===== config.mk =====
export PLATFORM = sky130hd
export DESIGN_NAME = uart_key_receiver
export DESIGN_NICKNAME = d
export VERILOG_FILES = /design/src/rtl/uart_key_receiver.sv
export SDC_FILE = /design/constraint.sdc
export NUM_CORES = 1
export LEC_CHECK = 0
export BUFFER_PORTS_ARGS = -buffer_cell sky130_fd_sc_hd__buf_2
export CAP_MARGIN = 20
export CORE_ASPECT_RATIO = 1.5
export CORE_MARGIN = 2
export CORE_UTILIZATION = 60
export DETAILED_ROUTE_END_ITERATION = 8
export GPL_TIMING_DRIVEN = 0
export PLACE_DENSITY = 0.78
export SKIP_CTS_REPAIR_TIMING = 1
export SYNTH_ARGS = -nofsm -noshare
export SYNTH_HDL_FRONTEND = slang
export SYNTH_SLANG_ARGS = --single-unit

===== constraint.sdc =====
create_clock -name clk -period 4.9 [get_ports clk]
set_input_delay 0.245 -clock clk [delete_from_list [all_inputs] [get_ports clk]]
set_output_delay 0.245 -clock clk [all_outputs]
set_load 0.005 [all_outputs]

===== src/rtl/uart_key_receiver.sv =====
// 8N1 UART receiver that shows each received byte on 'key' for a fixed hold window, then returns to 8'h00.
// The rx line is synchronised by two flops and every bit is sampled at its midpoint.
module uart_key_receiver #(
    parameter int CLKS_PER_BIT    = 564,
    parameter int KEY_HOLD_CYCLES = 1_300_000
) (
    input  logic       clk,
    input  logic       rst,
    input  logic       rx,
    output logic [7:0] key,
    output logic       key_valid,
    output logic       frame_err
);

    localparam int TW = $clog2(CLKS_PER_BIT);
    localparam int HW = $clog2(KEY_HOLD_CYCLES + 1);

    localparam logic [TW-1:0] BIT_LAST  = TW'(CLKS_PER_BIT - 1);
    localparam logic [TW-1:0] HALF_LAST = TW'(CLKS_PER_BIT / 2 - 1);
    localparam logic [HW-1:0] HOLD_LOAD = HW'(KEY_HOLD_CYCLES);

    typedef enum logic [2:0] {
        S_IDLE,
        S_START,
        S_DATA,
        S_STOP,
        S_BREAK
    } state_t;

    logic          r_rx_meta;
    logic          r_rx_s;
    state_t        r_state;
    state_t        w_state_next;
    logic [TW-1:0] r_timer;
    logic [TW-1:0] w_timer_next;
    logic [2:0]    r_bit_idx;
    logic [2:0]    w_bit_idx_next;
    logic [7:0]    r_data;
    logic [7:0]    w_data_next;
    logic          w_load;
    logic          w_frame_err;
    logic [HW-1:0] r_hold;
    logic [7:0]    r_key;
    logic          r_key_valid;
    logic          r_frame_err;

    // NOTE: the synchroniser resets to the idle-high level so reset release never looks like a start bit.
    always_ff @(posedge clk or negedge rst) begin
        if (!rst) begin
            r_rx_meta <= 1'b1;
            r_rx_s    <= 1'b1;
        end else begin
            r_rx_meta <= rx;
            r_rx_s    <= r_rx_meta;
        end
    end

    // NOTE: state is updated only with non-blocking assignments; all next values come from the comb block.
    always_ff @(posedge clk or negedge rst) begin
        if (!rst) begin
            r_state   <= S_IDLE;
            r_timer   <= '0;
            r_bit_idx <= '0;
            r_data    <= '0;
        end else begin
            r_state   <= w_state_next;
            r_timer   <= w_timer_next;
            r_bit_idx <= w_bit_idx_next;
            r_data    <= w_data_next;
        end
    end

    // NOTE: every comb output gets a default first, so no path can infer a latch.
    always_comb begin
        w_state_next   = r_state;
        w_timer_next   = r_timer;
        w_bit_idx_next = r_bit_idx;
        w_data_next    = r_data;
        w_load         = 1'b0;
        w_frame_err    = 1'b0;
        case (r_state)
            S_IDLE: begin
                if (!r_rx_s) begin
                    w_state_next = S_START;
                    w_timer_next = '0;
                end
            end
            S_START: begin
                if (r_timer == HALF_LAST) begin
                    w_timer_next = '0;
                    if (r_rx_s) begin
                        w_state_next = S_IDLE;
                    end else begin
                        w_state_next   = S_DATA;
                        w_bit_idx_next = '0;
                    end
                end else begin
                    w_timer_next = r_timer + TW'(1);
                end
            end
            S_DATA: begin
                if (r_timer == BIT_LAST) begin
                    w_timer_next = '0;
                    w_data_next  = {r_rx_s, r_data[7:1]};
                    if (r_bit_idx == 3'd7) begin
                        w_state_next = S_STOP;
                    end else begin
                        w_bit_idx_next = r_bit_idx + 3'd1;
                    end
                end else begin
                    w_timer_next = r_timer + TW'(1);
                end
            end
            S_STOP: begin
                if (r_timer == BIT_LAST) begin
                    w_timer_next = '0;
                    if (r_rx_s) begin
                        w_load       = 1'b1;
                        w_state_next = S_IDLE;
                    end else begin
                        w_frame_err  = 1'b1;
                        w_state_next = S_BREAK;
                    end
                end else begin
                    w_timer_next = r_timer + TW'(1);
                end
            end
            S_BREAK: begin
                // A line held low stays here so it cannot start a new frame.
                if (r_rx_s) begin
                    w_state_next = S_IDLE;
                end
            end
            default: begin
                w_state_next = S_IDLE;
            end
        endcase
    end

    // A load takes priority over hold expiry, so a byte arriving on the expiry cycle is never lost.
    always_ff @(posedge clk or negedge rst) begin
        if (!rst) begin
            r_hold      <= '0;
            r_key       <= 8'h00;
            r_key_valid <= 1'b0;
            r_frame_err <= 1'b0;
        end else begin
            r_key_valid <= w_load;
            r_frame_err <= w_frame_err;
            if (w_load) begin
                r_key  <= r_data;
                r_hold <= HOLD_LOAD;
            end else if (r_hold != '0) begin
                r_hold <= r_hold - HW'(1);
                if (r_hold == HW'(1)) begin
                    r_key <= 8'h00;
                end
            end
        end
    end

    assign key       = r_key;
    assign key_valid = r_key_valid;
    assign frame_err = r_frame_err;

endmodule

# Word-level counts from Yosys, hierarchy flattened
# Index checks and enable logic that the tools add are counted.
# totals
reg_bits	57
input_bits	3
wordCells	70
out_inout_bits	10
# classes
n_mux	29
addsub	3
reduce_logical	12
eq_ne	16
# op_table
cell	n
$mux W21	2
$mux W3	11
$mux W10	3
$pmux W10 S3	1
$mux W8	3
$eq A21 B1 Y1 const B	1
$reduce_bool A21 Y1	1
$sub A21 B1 Y21 const B	1
$ne A2 B2 Y1 const B	8
$pmux W3 S5	1
$add A10 B1 Y10 const B	1
$eq A10 B10 Y1 const B	1
$eq A10 B9 Y1 const B	1
$eq A3 B2 Y1 const B	2
$eq A3 B3 Y1 const B	2
$mux W1	6
$pmux W3 S2	1
$reduce_and A2 Y1	3
$reduce_and A6 Y1	1
$reduce_bool A2 Y1	3
$reduce_and A5 Y1	1
$add A3 B1 Y3 const B	1
$eq A3 B1 Y1 const B	1
$logic_not A3 Y1	1
3 further kinds	3

# Logic depth before layout (Yosys ltp)
# logic_depth
ltp_word	5
mapped_depth	7
ltp_nobuf	7

# Worst setup path before layout
# Ideal clock, no wire load.
# synth_timing
path_type	register to register
from	reg r_timer[0]
to	reg r_bit_idx[0]
stages_incl_launch_ff	7
arrival_time_ns	2.065
slack_ns	2.707
setup_time_ns	0.128
required_ns	4.772
synth_period_minus_slack_ns	2.193
n_path_buf	0
cell_sequence	dfrtp_1 > ha_1 > and4bb_1 > nand4_2 > or4_4 > a211oi_4 > mux2_1
# synth_between
elab_chain_cells	3
elab_cells_between_ends	5
cone_classes	eq/ne: 4; reduce/logical: 1
# synth_rtl
element	line	text
from (decl)	34	logic [TW-1:0] r_timer;
from (signal assigned)	67	r_timer <= w_timer_next;
$eq A10 B10 Y1 / $eq A10 B9 Y1 (equally long branches)	102, 89	
$ne A2 B2 Y1 (no source line)	--	
$reduce_and A5 Y1 (no source line) *	--	
to (signal assigned)	68	r_bit_idx <= w_bit_idx_next;
to (decl)	36	logic [2:0] r_bit_idx;
# Mark *: on every way between the ends. The rest lies on a longest branch, timed or not.
# A chain may end at the register's enable or synchronous reset.

# Worst setup path after layout
# layout_timing
from	reg r_timer[1]
to	reg r_timer[8]
# layout_between
elab_chain_cells	3
elab_cells_between_ends	6
cone_classes	add/sub: 1; eq/ne: 2; mux: 3
# layout_rtl
element	line	text
$add A10 B1 Y10 (tied with other cells)	98, 111, 125	
$mux W10 (on tied branches)	102, 115, 89	
$pmux W10 S3 *	81	case (r_state)
# Marks and branches as above.

==> implementation parameters <==
Parameter                              Value

Worst setup path
  Worst path arrival time ... about 2.8 ns
  CP Launch Type ... register
  Start-to-end type of the worst setup path ... register to register
  Required time of the critical path ... 5.12 ns
  Slack of the worst reg-to-reg path ... ~2.3 ns
  Worst reg2reg path depth ... 7
  Highest fanout seen on the critical path ... 10
  Setup crit end kind ... register

Die
  Core Region ... 0.00458 mm^2
  Height of the chip ... 88.9 um
  Horizontal extent of the die ... around 61 um
  Starting density of the core ... a little over three fifths
  Count of pins on the block boundary ... 13
  Standard-cell row count ... 30
  Total Die Area ... 0.00538 mm^2

Cells and area
  Final nets ... approximately 330
  Count of antenna diodes in the layout ... 0
  Most common cell after layout, fill and taps aside ... dfrtp_1
  Most frequent cells in the layout ... dfrtp_1, nand2_1, nor2_1
  Fillcell total ... 368
  Fraction of final layout cells with drive strength greater than 1 ... ~14%
  Area grow syn2layout ... 14.2%

Logic synthesis
  Number of storage elements in the synthesis netlist ... 57
  Summed instance area of the synthesized netlist ... just under 0.003 mm^2
  Synth unique cells ... 50
  Mean post-synth cell area ... 9.90 um^2
  Synthesized netlist net count ... ~300
  FFs w/ async S/R, synth ... 100%
  Sequential-to-total area share from yosys stat ... between 40% and 50%
  Post-synth EDFFs ... 0
  Mapped Cells ... slightly below 300
  Top flip-flop cell by instance count after synthesis ... dfrtp_1
  Total number of yosys warnings ... 0

Timing
  Fmax achieved ... 0.388 GHz
  Setup Skew ... 0.00644 ns
  RSZ-0062 raised after global routing ... no
  Worst hold slack across all endpoints ... approximately 0.36 ns
  Hold violation total from the final report ... 0
  Max-slew violations ... 0
  Total of endpoints with negative setup slack in the final report ... 0
  Slew at the pin with the worst max-slew slack ... roughly 0.69 ns
  Post-Route Setup TNS ... 0 ns
  Tightest slew margin relative to the limit ... between 50 and 60%
  Tmin final ... ~2.6 ns
  Final critical-path share of the clock period ... about 53%

Clock network
  Later-pin clock latency in the skew report ... between 0.3 and 0.4 ns
  Clock sink total ... 57
  Clock Root Buffer ... clkbuf_8
  Clock Pin Slew Worst Setup and Hold Paths ... 0.06 ns
  Max Root-Sink Buffers ... 2
  Clock tree from TritonCTS ... done
  TritonCTS buffer count ... 9
  H-tree levels ... 3

Drt
  Total via count in the routed design ... between 2k and 2.5k
  Drc violations ... 0
  Violation count after the first detailed-route iteration ... roughly 180
  Routed WL per cell ... around 15 um
  Detail-routed via count per cell ... roughly 5.9
  Antenna Violating Nets Remaining ... 0
  Final routed wirelength across all metal layers ... ~5900 um
  Detailed-router iteration count before antenna repair ... 4

Worst hold path
  Number of cells on the worst hold path ... 0
  Hold Path Class ... register to register

Pwr
  Portion of total power attributed to combinational logic ... around 1.5%
  Leak pwr ... between 1.5 and 2 nW
  Share of total power consumed by net switching ... around a fifth
  Power Internal ... 0.000790 W
  Net switching power ... a little under 0.0002 W
  Clk network pwr share ... about half
  Sequential cell fraction of total power ... about 48%
  VDD IR-drop max ... roughly 220 uV
  Pwr dens ... 300 mW/mm^2

GRT
  Wire length of the first global-routing pass ... about 10000 um
  Number of antenna violations at the first check in global routing ... 0
  Global route total overflow ... 0
  Vias in the first global route ... 2305
  Pin count of the biggest net entering global routing ... 33
  Global routing usage summed across all routing layers ... 25.1%

Placement
  Sum of net half-perimeters after detailed placement ... slightly below 4000 um
  Total of buffers placed on input and output ports ... 12
  GP Congestion ... around 0.93

Job
  Maximum Capacitance Violations ... 0

Outcome
  Result of the run ... finished clean
==> cells in the mapped netlist, drive strengths merged, types with 5 or more instances <==
library cell | number | share of area, %
xor2 | 5 | 1.5
nand2 | 40 | 5.2
inv | 8 | 1.0
a211oi | 6 | 2.0
or3 | 6 | 1.3
clkbuf | 7 | 0.91
nand4 | 5 | 1.3
nor2 | 25 | 3.3
nand3 | 7 | 1.2
nor3 | 13 | 2.4
xnor2 | 12 | 3.6
and3 | 7 | 1.5
a22o | 6 | 1.8
a21oi | 9 | 1.6
mux2 | 9 | 3.5
ha | 7 | 3.0
dfrtp | 55 | 48
o21ai | 19 | 3.3
==> power groups by stage <==
stage,combinational [W],sequential [W],clock (W)
after floorplan,0.00000178,0.000481,0
after global placement,0.0000119,0.000481,0
after detailed placement,0.0000141,0.000481,0
after CTS,0.0000142,0.000472,0.000507
after global routing,0.0000171,0.000472,0.000533
final,0.0000145,0.000472,0.000500
==> sequential cells by signal (all words and copies together) (netlist names) <==
signal,cells
key_valid,1
r_data,8
key,8
r_bit_idx,3
r_rx_meta,1
r_rx_s,1
r_timer,10
frame_err,1
r_state,3
r_hold,21
==> routing by layer <==
| metal | share of wire (%) | global-route usage [%] | wire (um) | vias up |
|---|---|---|---|---|
| li1 | - | - | - | 1085 |
| met1 | 41 | 29.2 | 2410 | 1105 |
| met2 | 53 | 42.3 | 3110 | 55 |
| met3 | 3.6 | 4.82 | 211 | 14 |
| met4 | 2.4 | 13.8 | 143 | 0 |
| met5 | 0 | 0 | 0 | - |
==> path summary, 6_finish.rpt <==
check / startpoint / endpoint
worst max-delay path: r_timer[1] / r_timer[8]
worst min-delay path: r_rx_meta / r_rx_s
worst max register to register: r_timer[1] / r_timer[8]
worst min register to register: r_rx_meta / r_rx_s
max in group asynchronous: rst / r_state[2]
min in group asynchronous: rst / key[2]
==> layout make-up <==
cell class / instances / area [um^2] / share of cell area, %
sequential: 57 / 1430 / 43.4
multi-input combinational: 216 / 1380 / 41.9
clock buffer: 12 / 155 / 4.71
timing repair buffer: 15 / 100 / 3.04
tap: 64 / 80.1 / 2.43
clock inverter: 4 / 75.1 / 2.28
buffer: 10 / 41.3 / 1.25
inverter: 8 / 30.0 / 0.913
==> worst max-delay path, cell delays in order, from the launching register on <==
cell      delay (ns)
dfrtp_1         0.40
inv_1           0.08
ha_1            0.13
nor4bb_1        0.42
a41oi_1         0.32
nor2_1          0.58
nor2_1          0.26
a22o_1          0.26
==> through the flow <==
step | util [%] | instance area, um^2 | setup WS (ns) | std cells | power (W)
global placement | 66.0 | 3020 | 2.49 | 367 | 0.000493
detailed placement | 66.4 | 3040 | 2.43 | 368 | 0.000495
floorplan | - | 2880 | 2.71 | 291 | 0.000483
finish | 71.9 | 3290 | 2.32 | 386 | 0.000987
CTS | 71.4 | 3270 | 2.37 | 384 | 0.000994
global route | 71.9 | 3290 | 2.12 | 386 | 0.00102
==> cells by family (layout without fill, tap and decap cells) <==
family / after synthesis / after routing / synth area share (%)
compound gates: 53 / 53 / 12.3
xor+xnor: 17 / 17 / 5.17
fa+ha+maj: 7 / 7 / 3.04
buf+inv: 18 / 49 / 2.48
flops: 57 / 57 / 49.6
mux: 11 / 11 / 4.21
simple gates: 128 / 128 / 23.2
No activity file was read; power rests on OpenSTA's default activity.
